`config.mk`:
```
export PLATFORM = sky130hd
export DESIGN_NAME = cvxif_issue_queue_mac
export DESIGN_NICKNAME = d
export VERILOG_FILES = /design/src/rtl/cvxif_mac4b_instr_pkg.sv /design/src/rtl/mac_issue_decode.sv /design/src/rtl/cvxif_issue_queue_mac.sv
export SDC_FILE = /design/constraint.sdc
export NUM_CORES = 1
export LEC_CHECK = 0
export BUFFER_PORTS_ARGS = -buffer_cell sky130_fd_sc_hd__buf_2
export CAP_MARGIN = 20
export CORE_ASPECT_RATIO = 0.75
export CORE_MARGIN = 3
export CORE_UTILIZATION = 42
export CTS_CLUSTER_DIAMETER = 80
export CTS_CLUSTER_SIZE = 30
export DETAILED_ROUTE_END_ITERATION = 6
export GPL_ROUTABILITY_DRIVEN = 0
export PLACE_DENSITY = 0.65
export SLEW_MARGIN = 20
export SYNTH_ARGS = -nofsm -noshare
export SYNTH_HDL_FRONTEND = slang
export SYNTH_HIERARCHICAL = 1
export SYNTH_SLANG_ARGS = --single-unit
```
`constraint.sdc`:
```
create_clock -name clk_i -period 2.51 [get_ports clk_i]
set_input_delay 0.502 -clock clk_i [delete_from_list [all_inputs] [get_ports clk_i]]
set_output_delay 0.502 -clock clk_i [all_outputs]
set_load 0.01 [all_outputs]
```
`src/rtl/cvxif_mac4b_instr_pkg.sv`:
```
// Shared CV-X-IF types, the MAC queue entry and state types, and the default decode table.
package cvxif_mac4b_instr_pkg;

    localparam int X_NUM_RS    = 3;
    localparam int X_ID_WIDTH  = 4;
    localparam int X_RFR_WIDTH = 32;
    localparam int INSTR_IDX_W = 4;

    typedef struct packed {
        logic [31:0]                             instr;
        logic [1:0]                              mode;
        logic [X_ID_WIDTH-1:0]                   id;
        logic [X_NUM_RS-1:0][X_RFR_WIDTH-1:0]    rs;
        logic [X_NUM_RS-1:0]                     rs_valid;
    } x_issue_req_t;

    typedef struct packed {
        logic accept;
        logic writeback;
        logic dualwrite;
        logic dualread;
        logic loadstore;
        logic exc;
    } x_issue_resp_t;

    typedef struct packed {
        logic [X_ID_WIDTH-1:0] id;
        logic                  x_commit_kill;
    } x_commit_t;

    typedef struct packed {
        logic [31:0]         mask;
        logic [31:0]         instr;
        logic [X_NUM_RS-1:0] rs_valid;
        x_issue_resp_t       resp;
    } copro_issue_resp_t;

    typedef struct packed {
        logic [INSTR_IDX_W-1:0]               instr_idx;
        logic [4:0]                           rd;
        logic [X_ID_WIDTH-1:0]                id;
        logic [X_NUM_RS-1:0][X_RFR_WIDTH-1:0] rs;
        logic                                 writeback;
    } mac_op_t;

    typedef enum logic [1:0] {
        FREE,
        PENDING,
        COMMITTED,
        KILLED
    } entry_state_e;

    // Entry 0 is the MAC (custom-3, funct3=0, funct7=0); entry 1 catches any custom-3 op, so the two overlap.
    localparam copro_issue_resp_t [1:0] DEFAULT_COPRO_INSTR = {
        copro_issue_resp_t'{
            mask:     32'h0000_007F,
            instr:    32'h0000_007B,
            rs_valid: 3'b001,
            resp:     '{accept: 1'b1, writeback: 1'b0, default: 1'b0}
        },
        copro_issue_resp_t'{
            mask:     32'hFE00_707F,
            instr:    32'h0000_007B,
            rs_valid: 3'b011,
            resp:     '{accept: 1'b1, writeback: 1'b1, default: 1'b0}
        }
    };

endpackage

```
`src/rtl/mac_issue_decode.sv`:
```
// Combinational priority decoder of an offloaded instruction against the compile-time table.
module mac_issue_decode
    import cvxif_mac4b_instr_pkg::*;
#(
    parameter int unsigned                        NbInstr    = 2,
    parameter copro_issue_resp_t [NbInstr-1:0]    CoproInstr = DEFAULT_COPRO_INSTR
) (
    input  logic                      valid,
    input  logic [31:0]               instr,
    input  logic [X_NUM_RS-1:0]       rs_valid,
    output logic [NbInstr-1:0]        sel,
    output logic [INSTR_IDX_W-1:0]    idx,
    output x_issue_resp_t             resp,
    output logic [4:0]                rd,
    output logic                      multi_match
);

    always_comb begin
        sel  = '0;
        idx  = '0;
        resp = '0;
        for (int i = 0; i < int'(NbInstr); i++) begin
            sel[i] = ((CoproInstr[i].mask & instr) == CoproInstr[i].instr) &&
                     ((rs_valid & CoproInstr[i].rs_valid) == CoproInstr[i].rs_valid);
        end
        // Walking downwards leaves the lowest matching entry as the winner.
        for (int i = int'(NbInstr) - 1; i >= 0; i--) begin
            if (sel[i]) begin
                idx  = INSTR_IDX_W'(i);
                resp = CoproInstr[i].resp;
            end
        end
        if (!valid) begin
            resp = '0;
        end
    end

    assign rd          = instr[11:7];
    assign multi_match = valid && ((sel & (sel - NbInstr'(1))) != '0);

endmodule

```
`src/rtl/cvxif_issue_queue_mac.sv`:
```
// CV-X-IF issue decoder with an in-order commit-tracked queue feeding the MAC execution unit.
module cvxif_issue_queue_mac
    import cvxif_mac4b_instr_pkg::*;
#(
    parameter int unsigned                        NbInstr    = 2,
    parameter copro_issue_resp_t [NbInstr-1:0]    CoproInstr = DEFAULT_COPRO_INSTR,
    parameter int unsigned                        Depth      = 4,
    parameter int unsigned                        NrRs       = 2
) (
    input  logic          clk_i,
    input  logic          rst_ni,
    input  logic          x_issue_valid_i,
    output logic          x_issue_ready_o,
    input  x_issue_req_t  x_issue_req_i,
    output x_issue_resp_t x_issue_resp_o,
    input  logic          x_commit_valid_i,
    input  x_commit_t     x_commit_i,
    output logic          op_valid_o,
    input  logic          op_ready_i,
    output mac_op_t       op_o,
    output logic          multi_match_o,
    output logic          full_o
);

    localparam int unsigned PtrW = $clog2(Depth);
    localparam int unsigned CntW = PtrW + 1;

    entry_state_e           slot_state [Depth];
    mac_op_t                slot_op    [Depth];
    logic [PtrW-1:0]        head;
    logic [PtrW-1:0]        tail;
    logic [CntW-1:0]        count;

    logic [NbInstr-1:0]     dec_sel;
    logic [INSTR_IDX_W-1:0] dec_idx;
    x_issue_resp_t          dec_resp;
    logic [4:0]             dec_rd;
    entry_state_e           head_state;
    mac_op_t                new_op;
    logic                   push;
    logic                   pop;
    logic                   unused_bits;

    mac_issue_decode #(
        .NbInstr    (NbInstr),
        .CoproInstr (CoproInstr)
    ) u_decode (
        .valid       (x_issue_valid_i),
        .instr       (x_issue_req_i.instr),
        .rs_valid    (x_issue_req_i.rs_valid),
        .sel         (dec_sel),
        .idx         (dec_idx),
        .resp        (dec_resp),
        .rd          (dec_rd),
        .multi_match (multi_match_o)
    );

    assign x_issue_resp_o  = dec_resp;
    assign full_o          = (count == CntW'(Depth));
    assign x_issue_ready_o = !full_o;
    assign push            = x_issue_valid_i && x_issue_ready_o && dec_resp.accept;

    // A killed head is retired silently, taking the cycle's single head action.
    assign head_state = slot_state[head];
    assign op_valid_o = (head_state == COMMITTED);
    assign pop        = (op_valid_o && op_ready_i) || (head_state == KILLED);
    assign op_o       = slot_op[head];

    assign unused_bits = ^{x_issue_req_i.mode, dec_sel};

    always_comb begin
        new_op           = '0;
        new_op.instr_idx = dec_idx;
        new_op.rd        = dec_rd;
        new_op.id        = x_issue_req_i.id;
        new_op.writeback = dec_resp.writeback;
        for (int r = 0; r < X_NUM_RS; r++) begin
            if (r < int'(NrRs)) begin
                new_op.rs[r] = x_issue_req_i.rs[r];
            end
        end
    end

    // Commit only sees PENDING slots, so an entry pushed this same cycle is never matched.
    always_ff @(posedge clk_i or negedge rst_ni) begin
        if (!rst_ni) begin
            for (int i = 0; i < int'(Depth); i++) begin
                slot_state[i] <= FREE;
            end
            head  <= '0;
            tail  <= '0;
            count <= '0;
        end else begin
            if (x_commit_valid_i) begin
                for (int i = 0; i < int'(Depth); i++) begin
                    if (slot_state[i] == PENDING && slot_op[i].id == x_commit_i.id) begin
                        slot_state[i] <= x_commit_i.x_commit_kill ? KILLED : COMMITTED;
                    end
                end
            end
            if (pop) begin
                slot_state[head] <= FREE;
                head             <= head + 1'b1;
            end
            if (push) begin
                slot_state[tail] <= PENDING;
                tail             <= tail + 1'b1;
            end
            case ({push, pop})
                2'b10:   count <= count + 1'b1;
                2'b01:   count <= count - 1'b1;
                default: count <= count;
            endcase
        end
    end

    always_ff @(posedge clk_i or negedge rst_ni) begin
        if (!rst_ni) begin
            for (int i = 0; i < int'(Depth); i++) begin
                slot_op[i] <= '0;
            end
        end else if (push) begin
            slot_op[tail] <= new_op;
        end
    end

    a_op_stable: assert property (@(posedge clk_i) disable iff (!rst_ni)
        (op_valid_o && !op_ready_i) |=> $stable(op_o));

    a_no_push_full: assert property (@(posedge clk_i) disable iff (!rst_ni)
        push |-> !full_o);

    a_count_bound: assert property (@(posedge clk_i) disable iff (!rst_ni)
        count <= CntW'(Depth));

endmodule
```
* Word level (Yosys, flattened, before mapping)
Index checks and enable logic that the tools add are counted.
** Storage, ports and cells
- Input bits :: 147
- Word-level logic and storage cells :: 111
- Register bits :: 455
- Output and inout bits :: 120
** Operators by class
- $lt $le $gt $ge :: 4
- Add/subtract/negate cells :: 5
- Bitwise operators :: 8
- Equal/unequal tests :: 16
- Reductions and logical operators :: 16
- Mux-type cells :: 27
** Operators with widths (count)
- bitwise mux 440 bit :: 1
- two-way mux 110 bit :: 3
- binary-select mux 110 bit (select 2 bit) :: 1
- demux 110 bit (select 2 bit) :: 1
- two-way mux 8 bit :: 3
- two-way mux 6 bit :: 3
- equality test 17 x 7 -> 1 bit (second input constant) :: 1
- equality test 4 bit :: 4
- two-way mux 2 bit :: 8
- logical AND 1 bit :: 12
- equality test 2 x 1 -> 1 bit (second input constant) :: 5
- AND 8 bit :: 1
- demux 2 bit (select 2 bit) :: 2
- equality test 2 bit (second input constant) :: 4
- NOT 8 bit :: 1
- equality test 7 bit (second input constant) :: 1
- greater-or-equal comparator 3 bit (second input constant) :: 2
- less-than comparator 3 x 1 -> 1 bit (second input constant) :: 2
- NOT 2 -> 3 bit :: 2
- one-hot mux 3 bit (2 select lines) :: 1
- adder 2 x 1 -> 2 bit (second input constant) :: 2
- AND 4 bit :: 1
- binary-select mux 2 bit (select 2 bit) :: 1
- two-way mux 4 bit :: 1
- 11 further kinds :: 13

* Logic depth before layout (Yosys ltp)
Gate-level depths: netlist of run 1.
- Depth in word-level cells :: 10
- Depth in mapped cells :: 12
- Mapped depth without buffers :: 11

* Hierarchy
Netlist of run 1, hierarchy kept.
** By module, submodules not included
- cvxif_issue_queue_mac :: cells an instance 889, times used 1, sequential area each 8182.8 um^2, area an instance 14656.6 um^2
- mac_issue_decode :: cells an instance 25, times used 1, sequential area each 0.0 um^2, area an instance 170.2 um^2

* Worst setup path after synthesis of run 1
No wires, ideal clock.
- Kind :: input to register
- Start :: input x_issue_req_i[107] (netlist name)
- End :: register count[2]
- Buffers on the path :: 1
- Required time :: 2.385 ns
- Setup time :: 0.125 ns
- Setup slack :: 0.059 ns
- Cell stages on the path :: 12
- Arrival :: 2.326 ns
- Cell sequence :: nand4b_1 nor2_1 and2_1 nand2_1 nor2_2 buf_4 inv_1 ha_1 fa_1 xnor2_1 nor2_1 xor2_1
** RTL lines
- start, declared :: line cvxif_issue_queue_mac.sv:14 : input x_issue_req_t x_issue_req_i,
- end signal, assigned :: line cvxif_issue_queue_mac.sv:110 : 2'b10: count <= count + 1'b1;
- end signal, assigned :: line cvxif_issue_queue_mac.sv:111 : 2'b01: count <= count - 1'b1;
- end signal, assigned :: line cvxif_issue_queue_mac.sv:112 : default: count <= count;
- end, declared :: line cvxif_issue_queue_mac.sv:32 : logic [CntW-1:0] count;

==> impl_metrics.json, run 1 <==
{
  "dp_slack_ps": 57.6,
  "row_count": 58,
  "clockBufferDepth": 3,
  "multi_input_area_mm2": 0.00618,
  "finalMaxSlewViolations": 0,
  "cp_max_fo": 8,
  "vias": 8316,
  "leakagePower_nw": 9.13,
  "status": "complete, but fails checks",
  "setup_ws_ps": -36.9,
  "area_growth_pct": 19.9,
  "tightest_slew_ps": 774,
  "start_util_pct": 43.4,
  "fillCellCount": 2850,
  "coreArea_mm2": 0.0342,
  "total_power_mw": 11.9,
  "finalHoldViolations": 0,
  "die_x_um": 223,
  "relSlewSlack_pct": 48.0,
  "drive_gt1_share_pct": 59.7,
  "wl_per_cell_um": 20.6,
  "first_global_vias": 8929,
  "cts_tree": "done",
  "synthCells": 913,
  "setup_viol": 33,
  "ir_drop_mv": 0.540,
  "antenna_found_initial": 4,
  "grt_pass1_wl_mm": 52.1,
  "end_kind": "output pin",
  "numCtsBuffers": 15,
  "nets": 1277,
  "overflow": 0,
  "drt-pass1-iter-count": 4,
  "violations": "setup timing",
  "post-route-min-period_ps": 2550,
  "drv_cap": 0,
  "viasPerCell": 5.27,
  "critPathRequiredTime_ps": 2010,
  "grt_setup_unrepaired": "true",
  "insertion_delay_ps": 510,
  "synth_warnings": 6,
  "syn_area_per_cell_um2": 16.2,
  "die_area_mm2": 0.0376,
  "routed_wl_mm": 32.6,
  "gr-usage-all-layers_pct": 17.3,
  "finClkSkew_ps": 14.9,
  "mostFrequentLayoutCells": "325 x dfrtp_1, 310 x mux2_2, 128 x buf_2",
  "final_common_cell": "dfrtp_1",
  "postRouteAntennaNets": 0,
  "fin_crit_sh_pct": 101,
  "worstSetupPathType": "flip-flop to output pin",
  "ios": 267,
  "pwr_density_cell_mw_per_mm2": 669,
  "dpl.hpwl_mm": 20.6,
  "crit_arrival_ps": 2040,
  "diodes": 0,
  "cts_max_level": 1,
  "root_buffer": "clkbuf_16",
  "critPathLaunchType": "flip-flop",
  "synth_area_mm2": 0.0148,
  "io_buffers": 185,
  "grt_start_max_net_pins": 59,
  "drc": 0,
  "die_h_um": 169,
  "drt_iter0_drc": 420,
  "max_freq_mhz": 393,
  "clkTransAtPathRegs_ps": 120,
  "tns_ps": -627,
  "seqCellArea_mm2": 0.00819,
  "numClockSinks": 327,
  "hold_path_class": "primary input to flip-flop"
}
-- final timing paths --
| check | start | endpoint | slack, ps | cells past startpoint |
|---|---|---|---|---|
| worst min-delay path | x_issue_req_i[44] | slot_op[262]$_DFFE_PN0P_ | 250 | 2 |
| min in group asynchronous | rst_ni | slot_op[104]$_DFFE_PN0P_ | 520 | 2 |
| worst max-delay path | head[0]$_DFFE_PN0N_ | op_o[52] | -40 | 5 |
| worst max register to register | head[0]$_DFFE_PN0N_ | count[2]$_DFFE_PN0P_ | 110 | 10 |
| worst min register to register | count[2]$_DFFE_PN0P_ | count[2]$_DFFE_PN0P_ | 470 | 1 |
| max in group asynchronous | rst_ni | slot_op[45]$_DFFE_PN0P_ | 1110 | 4 |
-- cell type report --
cell class / instances / area share, %
Clock inverter: 5 / 0.620
Sequential cell: 327 / 46.1
Clock buffer: 19 / 2.31
Tap cell: 450 / 3.17
Inverter: 9 / 0.190
Multi-Input combinational cell: 518 / 34.8
Timing Repair Buffer: 249 / 12.8
-- routing by layer --
metal | GRT usage [%] | up-vias | part of all wire [%]
li1 | - | 3688 | -
met5 | 0 | - | 0.14
met1 | 24.6 | 4456 | 46
met4 | 2.32 | 8 | 1.2
met2 | 28.0 | 131 | 47
met3 | 4.30 | 33 | 5.5
-- repair_timing --
| action | in CTS | in global routing |
|---|---|---|
| endpoints found under the setup margin | 79 | 75 |
| gates cloned | 8 | 3 |
| hold endpoints to repair | 46 | 0 |
| resized for setup | 66 | 39 |
| hold buffers | 1 | 0 |
| pin swaps | 0 | 2 |
| setup buffers | 8 | 3 |
-- registers in the layout, indices dropped and copies added, names as in the netlist --
signal and cells:
tail 2, head 2, slot_state 8, slot_op 312, count 3
-- stage by stage --
stage / hold slack, ps / std cells / cell area, µm² / util (%)
3_3_place_gp: 446 / 1530 / 16400 / 47.9
6_report: 250 / 1577 / 17800 / 52.0
3_5_place_dp: 457 / 1530 / 16400 / 47.9
4_1_cts: 224 / 1571 / 17500 / 51.2
2_1_floorplan: 206 / 950 / 15000 / -
5_1_grt: 237 / 1577 / 17800 / 52.0
-- power breakdown --
part           switching (mW)  internal [mW]  total (mW)
sequential              0.137           5.40        5.54
combinational            1.48           1.68        3.16
clock                    1.69           1.50        3.19
-- worst max-delay path, stage by stage (launching register included) --
cell and delay [ps]:
dfrtp_4 520, buf_12 140, buf_12 130, buf_16 150, mux4_2 440, buf_6 140
(Power assumes the default switching activity.)
==> run 2: changes to the inputs <==
- TNS_END_PERCENT: default -> 10
- clock period: 2.51 -> 2.3 ns (I/O delays scaled with it)
==> run 2 against run 1 <==
  * The flow still finishes with violations (setup timing)
  * Power rose by 3.3%
  * Clock skew fell by 0.56 ps
  * First-iteration DRC count rose by 2.4%
  * Final cell count fell by 0.19%
  * Clock power barely moved
  * Combinational power fell by 3%
==> impl_metrics.json, run 2 (synthesized netlist as in run 1, its figures left out) <==
{
  "routed_wl_mm": 31.8,
  "rr_startpoint": "head[1]$_DFFE_PN0N_",
  "row_count": 58,
  "clockBufferDepth": 3,
  "met3_usage_pct": 4.00,
  "reg2regPathDepth": 8,
  "setup_ws_ps": -169,
  "min_to": "slot_op[262]$_DFFE_PN0P_",
  "top_usage_layer": "met2",
  "fin_crit_sh_pct": 107,
  "final_common_cell": "dfrtp_1",
  "worstSetupPathType": "flip-flop to output pin",
  "critPathLaunchType": "flip-flop",
  "setup_viol": 81,
  "crit_family": "multiplexers",
  "post-route-min-period_ps": 2470,
  "insertion_delay_ps": 510,
  "die_h_um": 169,
  "whs_ps": 203,
  "finalMaxSlewViolations": 0,
  "drv_cap": 0,
  "critPathBufInv": 3,
  "min_path_cells": 2,
  "cp_cell_sequence": "buf_12 > clkbuf_16 > mux4_2 > buf_6",
  "grt_start_max_net_pins": 54,
  "wl_per_cell_um": 20.2,
  "overflow": 0,
  "grtUsageMet1_pct": 24.3,
  "dpl.hpwl_mm": 21.1,
  "cp_max_fo": 9,
  "largest_reg_flops": 312,
  "nets": 1277,
  "drive_gt1_share_pct": 59.6,
  "violations": "setup timing",
  "largest-register": "slot_op",
  "finalHoldViolations": 0,
  "cts_tree": "done",
  "leakagePower_nw": 9.02,
  "mostFrequentLayoutCells": "325 x dfrtp_1, 310 x mux2_2, 139 x buf_2",
  "pwr_density_cell_mw_per_mm2": 702,
  "final_core_utilization_pct": 51.2,
  "max_freq_mhz": 405,
  "cts_max_level": 1,
  "ios": 267,
  "cpMaxStageDelayCell": "mux4_2",
  "critPathRequiredTime_ps": 1840,
  "max_stage_delay_ps": 510,
  "numCtsBuffers": 15,
  "dp_slack_ps": -126,
  "antenna_found_initial": 2,
  "coreArea_mm2": 0.0342,
  "tightest_slew_ps": 616,
  "min_from": "x_issue_req_i[44]",
  "rrSetupSlack_ps": -40,
  "die_area_mm2": 0.0376,
  "gr-usage-all-layers_pct": 16.6,
  "grt_setup_unrepaired": "true",
  "root_buffer": "clkbuf_16",
  "finClkSkew_ps": 14.4,
  "start_util_pct": 43.4,
  "status": "complete, but fails checks",
  "viasPerCell": 5.28,
  "ir_drop_mv": 0.469,
  "first_global_vias": 8695,
  "vias": 8306,
  "r2r-end": "count[2]$_DFFE_PN0P_",
  "numClockSinks": 327,
  "drc": 0,
  "reg_top3": "slot_op x312, slot_state x8, count x3",
  "end_kind": "output pin",
  "grtUsageMet2_pct": 26.1,
  "grt_pass1_wl_mm": 50.1,
  "relSlewSlack_pct": 58.5,
  "area_growth_pct": 18.0,
  "clkTransAtPathRegs_ps": 120,
  "drt_iter0_drc": 430,
  "drt-pass1-iter-count": 4,
  "hold_path_class": "primary input to flip-flop",
  "tns_ps": -10350,
  "diodes": 0,
  "crit_arrival_ps": 2010,
  "postRouteAntennaNets": 0,
  "die_x_um": 223,
  "io_buffers": 185
}
run 2: cell count changes in the layout (fill, tap and decap cells not counted), moves of 2 or more:
cell / before / now
buf_4: 27 / 35
buf_12: 18 / 20
buf_2: 128 / 139
buf_6: 57 / 46
buf_16: 10 / 5
buf_8: 5 / 1
clkbuf_8: 2 / 0
bufinv_16: 3 / 1
run 2: through the flow:
| stage | std cells | cell area (µm²) | power, mW |
|---|---|---|---|
| after floorplan | 950 | 15000 | 7.72 |
| after global placement | 1540 | 16500 | 8.62 |
| after detailed placement | 1540 | 16500 | 8.64 |
| after CTS | 1571 | 17400 | 12.4 |
| after global routing | 1574 | 17500 | 12.9 |
| final | 1574 | 17500 | 12.3 |
run 2: how the worst max path moves through the flow:
stage               depth (start not counted)           startpoint  slack, ps                   end
detailed placement                         12   x_issue_req_i[107]       -130  count[2]$_DFFE_PN0P_
CTS                                         4  head[0]$_DFFE_PN0N_       -240              op_o[43]
finish                                      4  head[0]$_DFFE_PN0N_       -170              op_o[62]
global placement                           12   x_issue_req_i[107]        -80  count[2]$_DFFE_PN0P_
global route                                4  head[0]$_DFFE_PN0N_       -250             op_o[102]
floorplan                                  12   x_issue_req_i[107]         20  count[2]$_DFFE_PN0P_
run 2: area by class of cell:
type                            instances  area [µm²]
Fill cell                            2838       16700
Timing Repair Buffer                  249        2090
Clock buffer                           16         379
Inverter                                9        33.8
Tap cell                              450         563
Clock inverter                          5        67.6
Multi-Input combinational cell        518        6170
Sequential cell                       327        8190
run 2: power by group:
part	switching (mW)	internal, mW
combinational	1.49	1.57
clock	1.83	1.35
sequential	0.153	5.90
run 2: repair_timing:
| action | 4_1_cts | 5_1_grt |
|---|---|---|
| hold buffers | 1 | 0 |
| setup endpoints to repair | 79 | 81 |
| setup buffers | 6 | 2 |
| cloned | 3 | 2 |
| resized for setup | 41 | 18 |
| endpoints found under the hold margin | 43 | 0 |
| pin swaps | 1 | 0 |
run 2: worst reg2reg max path, stage by stage (launching register included):
cell	delay (ps)
dfrtp_4	490
buf_12	140
mux4_2	490
o21a_1	210
ha_2	210
fa_2	330
xnor2_1	130
nor2_1	110
xor2_1	150
run 2: per-layer routing:
| layer | vias to the layer above | wire, µm | part of all wire [%] |
|---|---|---|---|
| met1 | 4439 | 15200 | 48 |
| met2 | 136 | 14600 | 46 |
| met3 | 25 | 1560 | 4.9 |
| met4 | 4 | 370 | 1.2 |
| li1 | 3702 | - | - |
| met5 | - | 15 | 0.047 |
==> run 3: changes to the inputs <==
==> constraint.sdc (replaced) <==
create_clock -name clk_i -period 2.3 [get_ports clk_i]
set_input_delay 0.46 -clock clk_i [delete_from_list [all_inputs] [get_ports clk_i]]
set_output_delay 0.46 -clock clk_i [all_outputs]
set_load 0.05 [all_outputs]
==> run 3 against run 2 <==
  * The flow still finishes with violations (setup timing)
  * Final cell count stayed put
  * First-iteration DRC count is 9.5% lower
  * Combinational power rose by 36%
  * Design area up 2.8%
  * Sequential power about the same
  * Hold slack lost 4.5 ps
  * Largest cell class unchanged
  * Highest routed layer unchanged
==> impl_metrics.json, run 3 (synthesized netlist as in run 1, its figures left out) <==
{
  "fin_crit_sh_pct": 111,
  "rrSetupSlack_ps": -120,
  "final_cells": 1574,
  "insertion_delay_ps": 520,
  "die_h_um": 169,
  "critPathMostFrequentCell": "buf_6",
  "postRouteAntennaNets": 0,
  "ir_drop_mv": 0.689,
  "drive_gt1_share_pct": 60.1,
  "row_count": 58,
  "dpl_cell_area_mm2": 0.0164,
  "post-route-min-period_ps": 2560,
  "critPathBufInv": 4,
  "area_growth_pct": 21.4,
  "status": "complete, but fails checks",
  "grtUsageMet2_pct": 28.6,
  "grt_setup_unrepaired": "true",
  "dpl.hpwl_mm": 20.4,
  "tightest_slew_ps": 533,
  "gr-usage-all-layers_pct": 17.8,
  "clockBufferDepth": 3,
  "worstSetupPathType": "flip-flop to output pin",
  "violations": "setup timing",
  "die_area_mm2": 0.0376,
  "viasPerCell": 5.31,
  "setup_ws_ps": -261,
  "largest_reg_flops": 312,
  "numCtsBuffers": 15,
  "reg_top3": "slot_op x312, slot_state x8, count x3",
  "grtUsageMet1_pct": 25.2,
  "final_cell_area_mm2": 0.0180,
  "nets": 1275,
  "leakagePower_nw": 9.16,
  "cpMaxStageDelayCell": "dfrtp_4",
  "crit_family": "buffers and inverters",
  "diodes": 0,
  "cp_cell_sequence": "buf_6 > buf_12 > buf_16 > mux4_2 > buf_6",
  "cts_tree": "done",
  "max_stage_delay_ps": 530,
  "root_buffer": "clkbuf_16",
  "mostFrequentLayoutCells": "325 x dfrtp_1, 309 x mux2_2, 108 x buf_2",
  "max_freq_mhz": 390,
  "overflow": 0,
  "drt-pass1-iter-count": 4,
  "setup_viol": 81,
  "met3_usage_pct": 4.58,
  "finClkSkew_ps": 25.9,
  "hold_path_class": "primary input to flip-flop",
  "grt_pass1_wl_mm": 52.8,
  "antenna_found_initial": 4,
  "coreArea_mm2": 0.0342,
  "whs_ps": 198,
  "finalHoldViolations": 0,
  "pwr_density_cell_mw_per_mm2": 749,
  "final_common_cell": "dfrtp_1",
  "end_kind": "output pin",
  "clkTransAtPathRegs_ps": 120,
  "drc": 0,
  "cts_max_level": 1,
  "total_power_mw": 13.5,
  "dp_slack_ps": -37.4,
  "first_global_vias": 9009,
  "finalMaxSlewViolations": 0,
  "critPathLaunchType": "flip-flop",
  "wl_per_cell_um": 21.3,
  "die_x_um": 223,
  "largest-register": "slot_op",
  "fillCellCount": 2820,
  "tns_ps": -17230,
  "io_buffers": 185,
  "ios": 267,
  "numPlacedInstances": 1524,
  "critPathRequiredTime_ps": 1840,
  "cp_max_fo": 5,
  "start_util_pct": 43.4,
  "final_core_utilization_pct": 52.6,
  "top_usage_layer": "met2",
  "relSlewSlack_pct": 64.1,
  "vias": 8356,
  "crit_arrival_ps": 2100,
  "drt_iter0_drc": 389,
  "grt_start_max_net_pins": 66,
  "routed_wl_mm": 33.6,
  "numClockSinks": 327,
  "drv_cap": 0
}
==> run 3: changes by cell type in the layout (fill, tap and decap cells not counted), sizes merged <==
cell	before	now
clkinv	1	0
inv	12	11
clkbuf	18	20
buf	246	243
clkinvlp	0	1
bufbuf	0	2
==> run 3: worst reg2reg max path, delay by kind of cell, from the launching register on <==
| kind | cells | cell delay [ps] |
|---|---|---|
| compound gates | 1 | 220 |
| xor+xnor | 2 | 300 |
| fa+ha+maj | 2 | 490 |
| buf+inv | 1 | 140 |
| flops | 1 | 580 |
| mux | 1 | 500 |
| simple gates | 1 | 70 |
==> run 3: path summary, 6_finish.rpt <==
kind,end,cells past startpoint,startpoint
worst max-delay path,op_o[109],5,head[0]$_DFFE_PN0N_
worst min-delay path,slot_op[263]$_DFFE_PN0P_,2,x_issue_req_i[45]
worst max register to register,count[2]$_DFFE_PN0P_,8,head[1]$_DFFE_PN0N_
worst min register to register,count[2]$_DFFE_PN0P_,1,count[2]$_DFFE_PN0P_
max in group asynchronous,head[1]$_DFFE_PN0N_,3,rst_ni
min in group asynchronous,slot_op[323]$_DFFE_PN0P_,2,rst_ni
==> run 3: layer usage <==
layer,wire (µm),vias to the layer above
li1,-,3695
met1,15400,4471
met2,15900,150
met3,1850,32
met4,406,8
met5,50,-
==> run 3: cell type report <==
class / count / area (µm²) / area share (%)
flip-flops and latches: 327 / 8190 / 45.5
inverters: 9 / 33.8 / 0.188
repair buffers: 247 / 2500 / 13.9
well taps: 450 / 563 / 3.13
clock buffers: 19 / 400 / 2.23
multi-input cells: 518 / 6230 / 34.7
clock inverters: 4 / 62.6 / 0.348
==> run 3: timing repair <==
item,4_1_cts,5_1_grt
hold endpoints to repair,43,0
endpoints found under the setup margin,79,81
pin swaps,2,2
hold buffers,1,0
gates cloned,11,1
buffers inserted,13,1
resized for setup,173,8
==> run 3: power breakdown <==
part | total, mW | switching [mW] | internal [mW]
combinational | 4.15 | 2.00 | 2.15
clock | 3.24 | 1.85 | 1.39
sequential | 6.08 | 0.185 | 5.90
